**config.mk**
```make
export PLATFORM = sky130hd
export DESIGN_NAME = if_fetch_stage_flat
export DESIGN_NICKNAME = d
export VERILOG_FILES = /design/src/rtl/if_fetch_stage_if.sv /design/src/rtl/if_fetch_stage.sv /design/src/flat_wrapper.sv
export SDC_FILE = /design/constraint.sdc
export NUM_CORES = 1
export LEC_CHECK = 0
export BUFFER_PORTS_ARGS = -buffer_cell sky130_fd_sc_hd__buf_2
export CORE_MARGIN = 5
export CORE_UTILIZATION = 40
export DETAILED_ROUTE_END_ITERATION = 12
export PLACE_DENSITY = 0.65
export SETUP_SLACK_MARGIN = 0.05
export SLEW_MARGIN = 10
export SYNTH_ARGS = -nofsm -noshare
export SYNTH_HDL_FRONTEND = slang
export SYNTH_SLANG_ARGS = --single-unit
```
**constraint.sdc**
```tcl
create_clock -name clk -period 2.15 [get_ports clk]
set_input_delay 0.1075 -clock clk [delete_from_list [all_inputs] [get_ports clk]]
set_output_delay 0.1075 -clock clk [all_outputs]
set_load 0.03 [all_outputs]
```
**src/rtl/if_fetch_stage_if.sv**
```systemverilog
// Instruction-memory request/response bundle for the fetch stage.
// The fetch stage is the master; the instruction memory is the slave.
interface if_fetch_stage_if;
  logic        imem_req;
  logic [31:0] imem_addr;
  logic        imem_rvalid;
  logic [31:0] imem_rdata;

  modport master (output imem_req, output imem_addr, input imem_rvalid, input imem_rdata);
  modport slave  (input imem_req, input imem_addr, output imem_rvalid, output imem_rdata);
endinterface

```
**src/rtl/if_fetch_stage.sv**
```systemverilog
// Instruction-fetch stage: fetch PC, single-outstanding imem handshake, IF/ID register.
// Optional IF_PERF_CNT_EN adds perf_stall_cnt / perf_flush_cnt outputs.
module if_fetch_stage #(
  parameter logic [31:0] RESET_PC  = 32'h0000_0000,
  parameter logic [31:0] NOP_INSTR = 32'h0000_0013
) (
  input  logic                  clk,
  input  logic                  rst,
  input  logic                  PC_Write,
  input  logic                  IF_ID_Write,
  input  logic                  flush,
  input  logic                  branch_taken,
  input  logic [31:0]           branch_target,
  if_fetch_stage_if.master      imem,
  output logic [31:0]           instruction,
  output logic [31:0]           pc,
  output logic                  if_valid
`ifdef IF_PERF_CNT_EN
  ,
  output logic [31:0]           perf_stall_cnt,
  output logic [31:0]           perf_flush_cnt
`endif
);

  typedef enum logic [1:0] {S_REQ, S_WAIT, S_HOLD} state_t;

  state_t      r_state;
  logic [31:0] r_fetch_pc;
  logic        r_kill;
  logic [31:0] r_hold_instr;
  logic [31:0] r_instr;
  logic [31:0] r_pc;
  logic        r_valid;

  logic        w_redirect;
  logic [31:0] w_target;
  logic        w_take;
  logic        w_rsp_live;
  logic        w_deliver;
  logic [31:0] w_dlv_instr;

  assign w_redirect = flush & branch_taken;
  assign w_target   = branch_target & 32'hFFFF_FFFC;
  assign w_take     = IF_ID_Write & PC_Write;
  assign w_rsp_live = (r_state == S_WAIT) & imem.imem_rvalid & ~r_kill & ~w_redirect;
  assign w_deliver  = (w_rsp_live | ((r_state == S_HOLD) & ~w_redirect)) & w_take;
  // fetch_pc does not move while a response is buffered, so only the data needs holding
  assign w_dlv_instr = (r_state == S_HOLD) ? r_hold_instr : imem.imem_rdata;

  assign imem.imem_req  = rst & (r_state == S_REQ) & ~w_redirect;
  assign imem.imem_addr = r_fetch_pc;

  assign instruction = r_instr;
  assign pc          = r_pc;
  assign if_valid    = r_valid;

  always_ff @(posedge clk or negedge rst) begin
    if (!rst) begin
      r_state      <= S_REQ;
      r_fetch_pc   <= RESET_PC;
      r_kill       <= 1'b0;
      r_hold_instr <= '0;
      r_instr      <= NOP_INSTR;
      r_pc         <= '0;
      r_valid      <= 1'b0;
    end else begin
      case (r_state)
        S_REQ: begin
          if (!w_redirect) r_state <= S_WAIT;
        end
        S_WAIT: begin
          if (imem.imem_rvalid) begin
            r_kill <= 1'b0;
            if (w_rsp_live && !w_take) begin
              r_hold_instr <= imem.imem_rdata;
              r_state      <= S_HOLD;
            end else begin
              r_state <= S_REQ;
            end
          end else if (w_redirect) begin
            r_kill <= 1'b1;
          end
        end
        S_HOLD: begin
          if (w_redirect || w_take) r_state <= S_REQ;
        end
        default: r_state <= S_REQ;
      endcase

      if (w_redirect)     r_fetch_pc <= w_target;
      else if (w_deliver) r_fetch_pc <= r_fetch_pc + 32'd4;

      if (flush) begin
        r_instr <= NOP_INSTR;
        r_pc    <= '0;
        r_valid <= 1'b0;
      end else if (w_deliver) begin
        r_instr <= w_dlv_instr;
        r_pc    <= r_fetch_pc;
        r_valid <= 1'b1;
      end else if (IF_ID_Write) begin
        r_instr <= NOP_INSTR;
        r_pc    <= '0;
        r_valid <= 1'b0;
      end
    end
  end

`ifdef IF_PERF_CNT_EN
  always_ff @(posedge clk or negedge rst) begin
    if (!rst) begin
      perf_stall_cnt <= '0;
      perf_flush_cnt <= '0;
    end else begin
      if ((r_state == S_HOLD) || (!IF_ID_Write && r_valid)) perf_stall_cnt <= perf_stall_cnt + 32'd1;
      if (w_redirect) perf_flush_cnt <= perf_flush_cnt + 32'd1;
    end
  end
`endif

endmodule

```
**src/flat_wrapper.sv**
```systemverilog
// flat-port wrapper written by rule: the top's interface ports become plain ports
module if_fetch_stage_flat 
#(
  parameter logic [31:0] RESET_PC  = 32'h0000_0000,
  parameter logic [31:0] NOP_INSTR = 32'h0000_0013
)
  (clk, rst, PC_Write, IF_ID_Write, flush, branch_taken, branch_target, instruction, pc, if_valid, imem_imem_req, imem_imem_addr, imem_imem_rvalid, imem_imem_rdata);
  if_fetch_stage_if imem_i ();
  input  logic clk;
  input  logic rst;
  input  logic PC_Write;
  input  logic IF_ID_Write;
  input  logic flush;
  input  logic branch_taken;
  input  logic [31:0] branch_target;
  output logic [31:0] instruction;
  output logic [31:0] pc;
  output logic if_valid;
  output wire logic [$bits(imem_i.imem_req)-1:0] imem_imem_req;
  output wire logic [$bits(imem_i.imem_addr)-1:0] imem_imem_addr;
  input wire logic [$bits(imem_i.imem_rvalid)-1:0] imem_imem_rvalid;
  input wire logic [$bits(imem_i.imem_rdata)-1:0] imem_imem_rdata;
  assign imem_imem_req = imem_i.imem_req;
  assign imem_imem_addr = imem_i.imem_addr;
  assign imem_i.imem_rvalid = imem_imem_rvalid;
  assign imem_i.imem_rdata = imem_imem_rdata;
  if_fetch_stage #(.RESET_PC(RESET_PC), .NOP_INSTR(NOP_INSTR)) u_core (.clk(clk), .rst(rst), .PC_Write(PC_Write), .IF_ID_Write(IF_ID_Write), .flush(flush), .branch_taken(branch_taken), .branch_target(branch_target), .imem(imem_i), .instruction(instruction), .pc(pc), .if_valid(if_valid));
endmodule
```
==> results.cfg, run 1 <==
[sta]
slew_headroom_pct = 54.5
tightest_slew_ns = 0.683
fin_worst_skew_ns = 0.00569
fin_crit_ns = 1.90
worst_slack_ns = 0.248
tns_ns = 0
max_freq_mhz = 526
drv_slew = 0
finalHoldViolCount = 0
post-route-period-util_pct = 88.5
setup_viol = 0
whs_ns = 0.0459
rsz0062_at_grt = false

[synthesis]
netlist_instances = 506
synth_edf_count = 0
synth.area.top_cells = dfrtp_1, mux2_2, nand2_1
syn_area_um2 = 5720
synth_cell_types = 44
syn_avg_cell_area_um2 = 11.3
synth.top_cell.area_share_pct = 55.2
synthFlopType = dfrtp_1
ys_warn_count = 0
async_flop_share_pct = 100
yosys-top-cells-count = dfrtp_1, nand2_1, o21ai_0, mux2_2, mux2i_1
netlist.top_cell.by_area = dfrtp_1
ys_seq_area_share_pct = 56.5
yosysMostFrequentCell = dfrtp_1
ys_seq_elements = 129

[global_route]
grt_antenna_before_repair = 3
track_usage_pct = 20.2
grt_pass1_wl_um = 26500
grt_max_degree = 130
grt_pass1_vias = 5153
grt.overflow.total = 0

[power]
p_comb_share_pct = 22.3
p_leak_uw = 0.00378
p_clk_share_pct = 36.0
ir_worst_vdd_uv = 554
switching_share_pct = 30.1
power.switching_uw = 2340
p_per_area_nw_per_um2 = 964
pwr-share-seq_pct = 41.7
power.internal_uw = 5440

[setup_path]
crit_fanout = 16
worstSetupStartpoint = u_core.r_state[1]
crit-reg2reg-launch = u_core.r_state[1]
path_class = reg -> reg
r2r_setup_slack_ns = 0.25
crit_arrival_ns = 2.19
worst-endpoint-required_ns = 2.44
endpoint_kind = flip-flop
cp-start-kind = flip-flop
slowest_delay_ns = 0.44
r2r-end = u_core.imem.imem_addr[23]
crit_slowest_cell = dfrtp_1
reg2reg_depth = 6
critical_path.cell_chain = nand4bb_4 -> a2111oi_4 -> buf_6 -> nand4_1 -> xor2_1 -> o21ai_2
endpoint = u_core.imem.imem_addr[23]

[layout]
seqCellArea_um2 = 3230
n_fill_cell = 1180
fin_util_pct = 57.9
drive_above_1_share_pct = 35.0
area_delta_synth_final_pct = 41.1
final_cell_area_um2 = 8070
multi_input_area_um2 = 2350
final_nets = 814

[cts]
numClockSinks = 129
clk_latency_ns = 0.41
cts-root-buf = clkbuf_16
cts_buffers = 17
clock_path_buffers = 2
tritoncts = yes
clk_pin_slew_ns = 0.06
cts_setup_buffers = 0
cts_max_level = 4

[route]
route.detailed.drc = 0
wl_per_cell_um = 17.1
wl_um = 16100
via_per_inst = 5.18
drtIter0Drc = 171
detail_route.first_pass.iterations = 4
ant_nets = 0
num_vias = 4854

[placement]
place_area_um2 = 6840
place.gp.congestion = 0.837
port_buffers = 164
pre_cts_ws_ns = 0.201
dp_hpwl_um = 10700

[hold_path]
min_from = PC_Write
hp-class = in -> reg

[die]
die_w_um = 130
start_util_pct = 41.0
io_pins = 169
dieArea_um2 = 16800
rows = 43
fp.dieH_um = 130
core_area_um2 = 13900

[run_status]
status = complete, no violations

[flow_run]
maxCapViolCount = 0
==> cell type report <==
cell class	count	area share (%)
repair buffers	249	20.7
well taps	180	2.79
multi-input cells	343	29.2
flip-flops and latches	129	40.1
diodes	2	0.0620
inverters	2	0.0930
clock inverters	13	1.71
clock buffers	19	5.49
==> cell families (layout without fill, tap and decap cells) <==
family,Yosys count,in the layout,share of synthesized area [%]
adder cells (fa/ha/maj),1,1,0.219
XOR/XNOR,27,27,4.14
flip-flops,129,129,56.5
AND/OR/NAND/NOR,148,148,12.8
multiplexers,62,62,11.6
buffers and inverters,35,283,2.71
AO/OA/AOI/OAI,103,103,12.0
other,1,4,0.0656
==> sequential cells by signal, indices dropped and copies added (netlist names) <==
signal                 count
u_core.imem.imem_addr     30
u_core.pc                 31
u_core.instruction        32
u_core.r_kill              1
u_core.r_state             2
u_core.if_valid            1
u_core.r_hold_instr       32
==> per-stage QoR <==
step | power, uW | cells
global placement | 4830 | 839
detailed placement | 4920 | 839
CTS | 7870 | 935
global route | 8200 | 937
finish | 7780 | 937
floorplan | 4320 | 507
==> repair_timing <==
item | 4_1_cts | 5_1_grt
setup endpoints to repair | 0 | 3
resized for setup | 0 | 1
endpoints found under the hold margin | 212 | 0
hold buffers | 64 | 0
==> worst min path at each step <==
stage	endpoint	slack, ns	depth (start not counted)
after global routing	u_core.r_state[1]	0.04	3
after floorplan	u_core.if_valid	-0.19	0
after CTS	u_core.r_state[1]	0.02	3
after detailed placement	u_core.r_hold_instr[2]	0.29	2
final	u_core.r_state[1]	0.05	3
after global placement	u_core.instruction[30]	0.28	2
==> power groups by stage <==
stage	logic (uW)	clock network [uW]	registers (uW)
after floorplan	853	0	3470
after global placement	1600	0	3230
after detailed placement	1650	0	3270
after CTS	1750	2890	3240
after global routing	1880	3000	3310
final	1730	2800	3240
==> layer usage <==
layer / global-route usage [%] / routed length [um] / vias up
met5: 0 / 13 / -
met4: 8.07 / 322 / 2
met3: 6.60 / 1340 / 29
met2: 33.4 / 7690 / 171
met1: 24.7 / 6680 / 2381
li1: - / - / 2271
==> worst max-delay path, delay by kind of cell (launching register included) <==
kind	cells	cell delay, ns
compound gates	2	0.49
flops	1	0.44
simple gates	2	0.43
buf+inv	1	0.22
xor+xnor	1	0.20
==> layout by cell type (no fill, tap or decap), types with 3 or more instances in the layout <==
cell type | Yosys | routed
dfstp_2 | 3 | 3
buf_2 | 4 | 163
buf_12 | 0 | 3
o21ai_0 | 49 | 49
nand3_1 | 12 | 12
dfrtp_1 | 126 | 126
nand2_1 | 79 | 79
a31oi_1 | 4 | 4
nor2_1 | 11 | 9
o21ai_1 | 7 | 7
mux2i_1 | 29 | 29
xor2_1 | 21 | 21
nor3_1 | 7 | 7
xnor2_1 | 6 | 6
a21oi_1 | 4 | 4
a211oi_1 | 3 | 3
clkinvlp_4 | 0 | 6
clkinv_2 | 0 | 3
mux2_2 | 33 | 33
a22o_1 | 28 | 28
nand4_1 | 16 | 16
and3_1 | 7 | 7
clkbuf_16 | 0 | 17
dlygate4sd3_1 | 0 | 64
buf_4 | 3 | 17
and2_1 | 4 | 3
(Power assumes the default switching activity.)
==> run 2, diff against run 1 <==
--- a/config.mk
+++ b/config.mk
@@ -6,7 +6,6 @@
 export NUM_CORES = 1
 export LEC_CHECK = 0
 export BUFFER_PORTS_ARGS = -buffer_cell sky130_fd_sc_hd__buf_2
-export CORE_MARGIN = 5
 export CORE_UTILIZATION = 40
 export DETAILED_ROUTE_END_ITERATION = 12
 export PLACE_DENSITY = 0.65
==> run 2 against run 1 <==
Compared with the run above: maximum frequency shrank 2.8%; global-route usage grew 1.3 points; wire length shrank 6.3%; sequential power is essentially flat; clock power grew 7.9%; critical path type unchanged; largest cell class unchanged; largest power group unchanged.
==> results.cfg, run 2 (synthesis gave the netlist of run 1 again) <==
[run_status]
status = complete, no violations

[global_route]
grt_pass1_vias = 4825
grt_pass1_wl_um = 24300
grt_max_degree = 130
grt_antenna_before_repair = 0
grt.overflow.total = 0
track_usage_pct = 21.5

[sta]
post-route-period-util_pct = 91.1
tns_ns = 0
slew_headroom_pct = 52.8
drv_slew = 0
tightest_slew_ns = 0.708
setup_viol = 0
worst_slack_ns = 0.192
rsz0062_at_grt = false
finalHoldViolCount = 0
fin_crit_ns = 1.96
max_freq_mhz = 511
fin_worst_skew_ns = 0.0142

[power]
fin_total_pwr_uw = 7970
ir_worst_vdd_uv = 505
p_per_area_nw_per_um2 = 985
p_leak_uw = 0.00381

[route]
detail_route.first_pass.iterations = 4
num_vias = 4811
wl_per_cell_um = 16.1
wl_um = 15000
drtIter0Drc = 273
ant_nets = 0
route.detailed.drc = 0
via_per_inst = 5.16

[cts]
cts_max_level = 4
clk_latency_ns = 0.42
tritoncts = yes
cts_setup_buffers = 0
cts-root-buf = clkbuf_16
clock_path_buffers = 2
cts_buffers = 17
numClockSinks = 129
clk_pin_slew_ns = 0.06

[die]
core_area_um2 = 13900
fp.dieH_um = 122
io_pins = 169
rows = 43
die_w_um = 122
start_util_pct = 41.0
dieArea_um2 = 14800

[layout]
final_cell_mix = buf_2, dfrtp_1, nand2_1
final_cell_area_um2 = 8090
n_fill_cell = 1145
seqCellArea_um2 = 3230
drive_above_1_share_pct = 34.9
diodes = 0
area_delta_synth_final_pct = 41.5
final_nets = 812
instances_no_fill = 933
final_common_cell = buf_2
multi_input_area_um2 = 2350

[setup_path]
worst-endpoint-required_ns = 2.42
crit_fanout = 6
crit_arrival_ns = 2.23
endpoint_kind = flip-flop
path_class = reg -> reg
cp-start-kind = flip-flop

[placement]
pre_cts_ws_ns = 0.201
port_buffers = 164
dp_hpwl_um = 9950
dp.cells = 837
place.gp.congestion = 0.851
place_area_um2 = 6820

[flow_run]
maxCapViolCount = 0

[hold_path]
hp-class = in -> reg
==> run 2: cell types whose count changed in the layout (fill, tap and decap cells not counted), sizes merged <==
cell / before / now
clkbuf: 19 / 20
diode: 2 / 0
clkinv: 4 / 7
bufinv: 2 / 3
clkinvlp: 6 / 1
buf: 185 / 183
==> run 2: critical path, cell delays in order (launching register included) <==
cell and delay, ns:
dfrtp_1 0.47, nand4_1 0.21, nor4_1 0.61, a21boi_0 0.17
o21ba_2 0.26, o221ai_1 0.11
==> run 2: metrics by stage <==
stage	utilization, %	hold WS, ns
6_report	58.1	0.0464
3_3_place_gp	49.0	0.282
3_5_place_dp	49.0	0.293
4_1_cts	58.0	0.0210
5_1_grt	58.1	0.0375
2_1_floorplan	-	-0.188
==> run 2: routing by layer <==
metal  track usage, %  share of wire (%)  vias to the layer above
met5                0                  0                        -
met4             6.94                1.1                        0
met3             6.27                7.3                       13
met2             34.9                 48                      165
met1             27.6                 44                     2367
li1                 -                  -                     2266
==> run 2: final cells by class <==
type                            instances  area share [%]
Clock buffer                           20            5.77
Timing Repair Buffer                  247            20.4
Inverter                                2          0.0928
Clock inverter                         12            1.93
Tap cell                              180            2.78
Multi-Input combinational cell        343            29.1
Sequential cell                       129            39.9
==> run 2: worst paths after layout <==
| kind | start | endpoint | slack [ns] | depth (start not counted) |
|---|---|---|---|---|
| min reg2reg | u_core.if_valid | u_core.if_valid | 0.47 | 2 |
| max reg2reg | u_core.imem.imem_addr[22] | u_core.imem.imem_addr[30] | 0.19 | 5 |
| min in group asynchronous | rst | u_core.r_hold_instr[4] | 0.40 | 3 |
| min | branch_target[26] | u_core.imem.imem_addr[26] | 0.05 | 3 |
| max | u_core.imem.imem_addr[22] | u_core.imem.imem_addr[30] | 0.19 | 5 |
| max in group asynchronous | rst | u_core.imem.imem_addr[15] | 1.20 | 3 |
==> run 2: repair_timing <==
action                                  CTS  global route
hold buffers                             64             0
hold endpoints to repair                207             0
endpoints found under the setup margin    0             2
gates resized for setup                   0             1
==> run 2: power breakdown <==
group          leakage [uW]  switching (uW)  total (uW)  internal (uW)
combinational       0.00184             916        1720            805
sequential          0.00166             332        3230           2900
clock              0.000306            1100        3020           1920
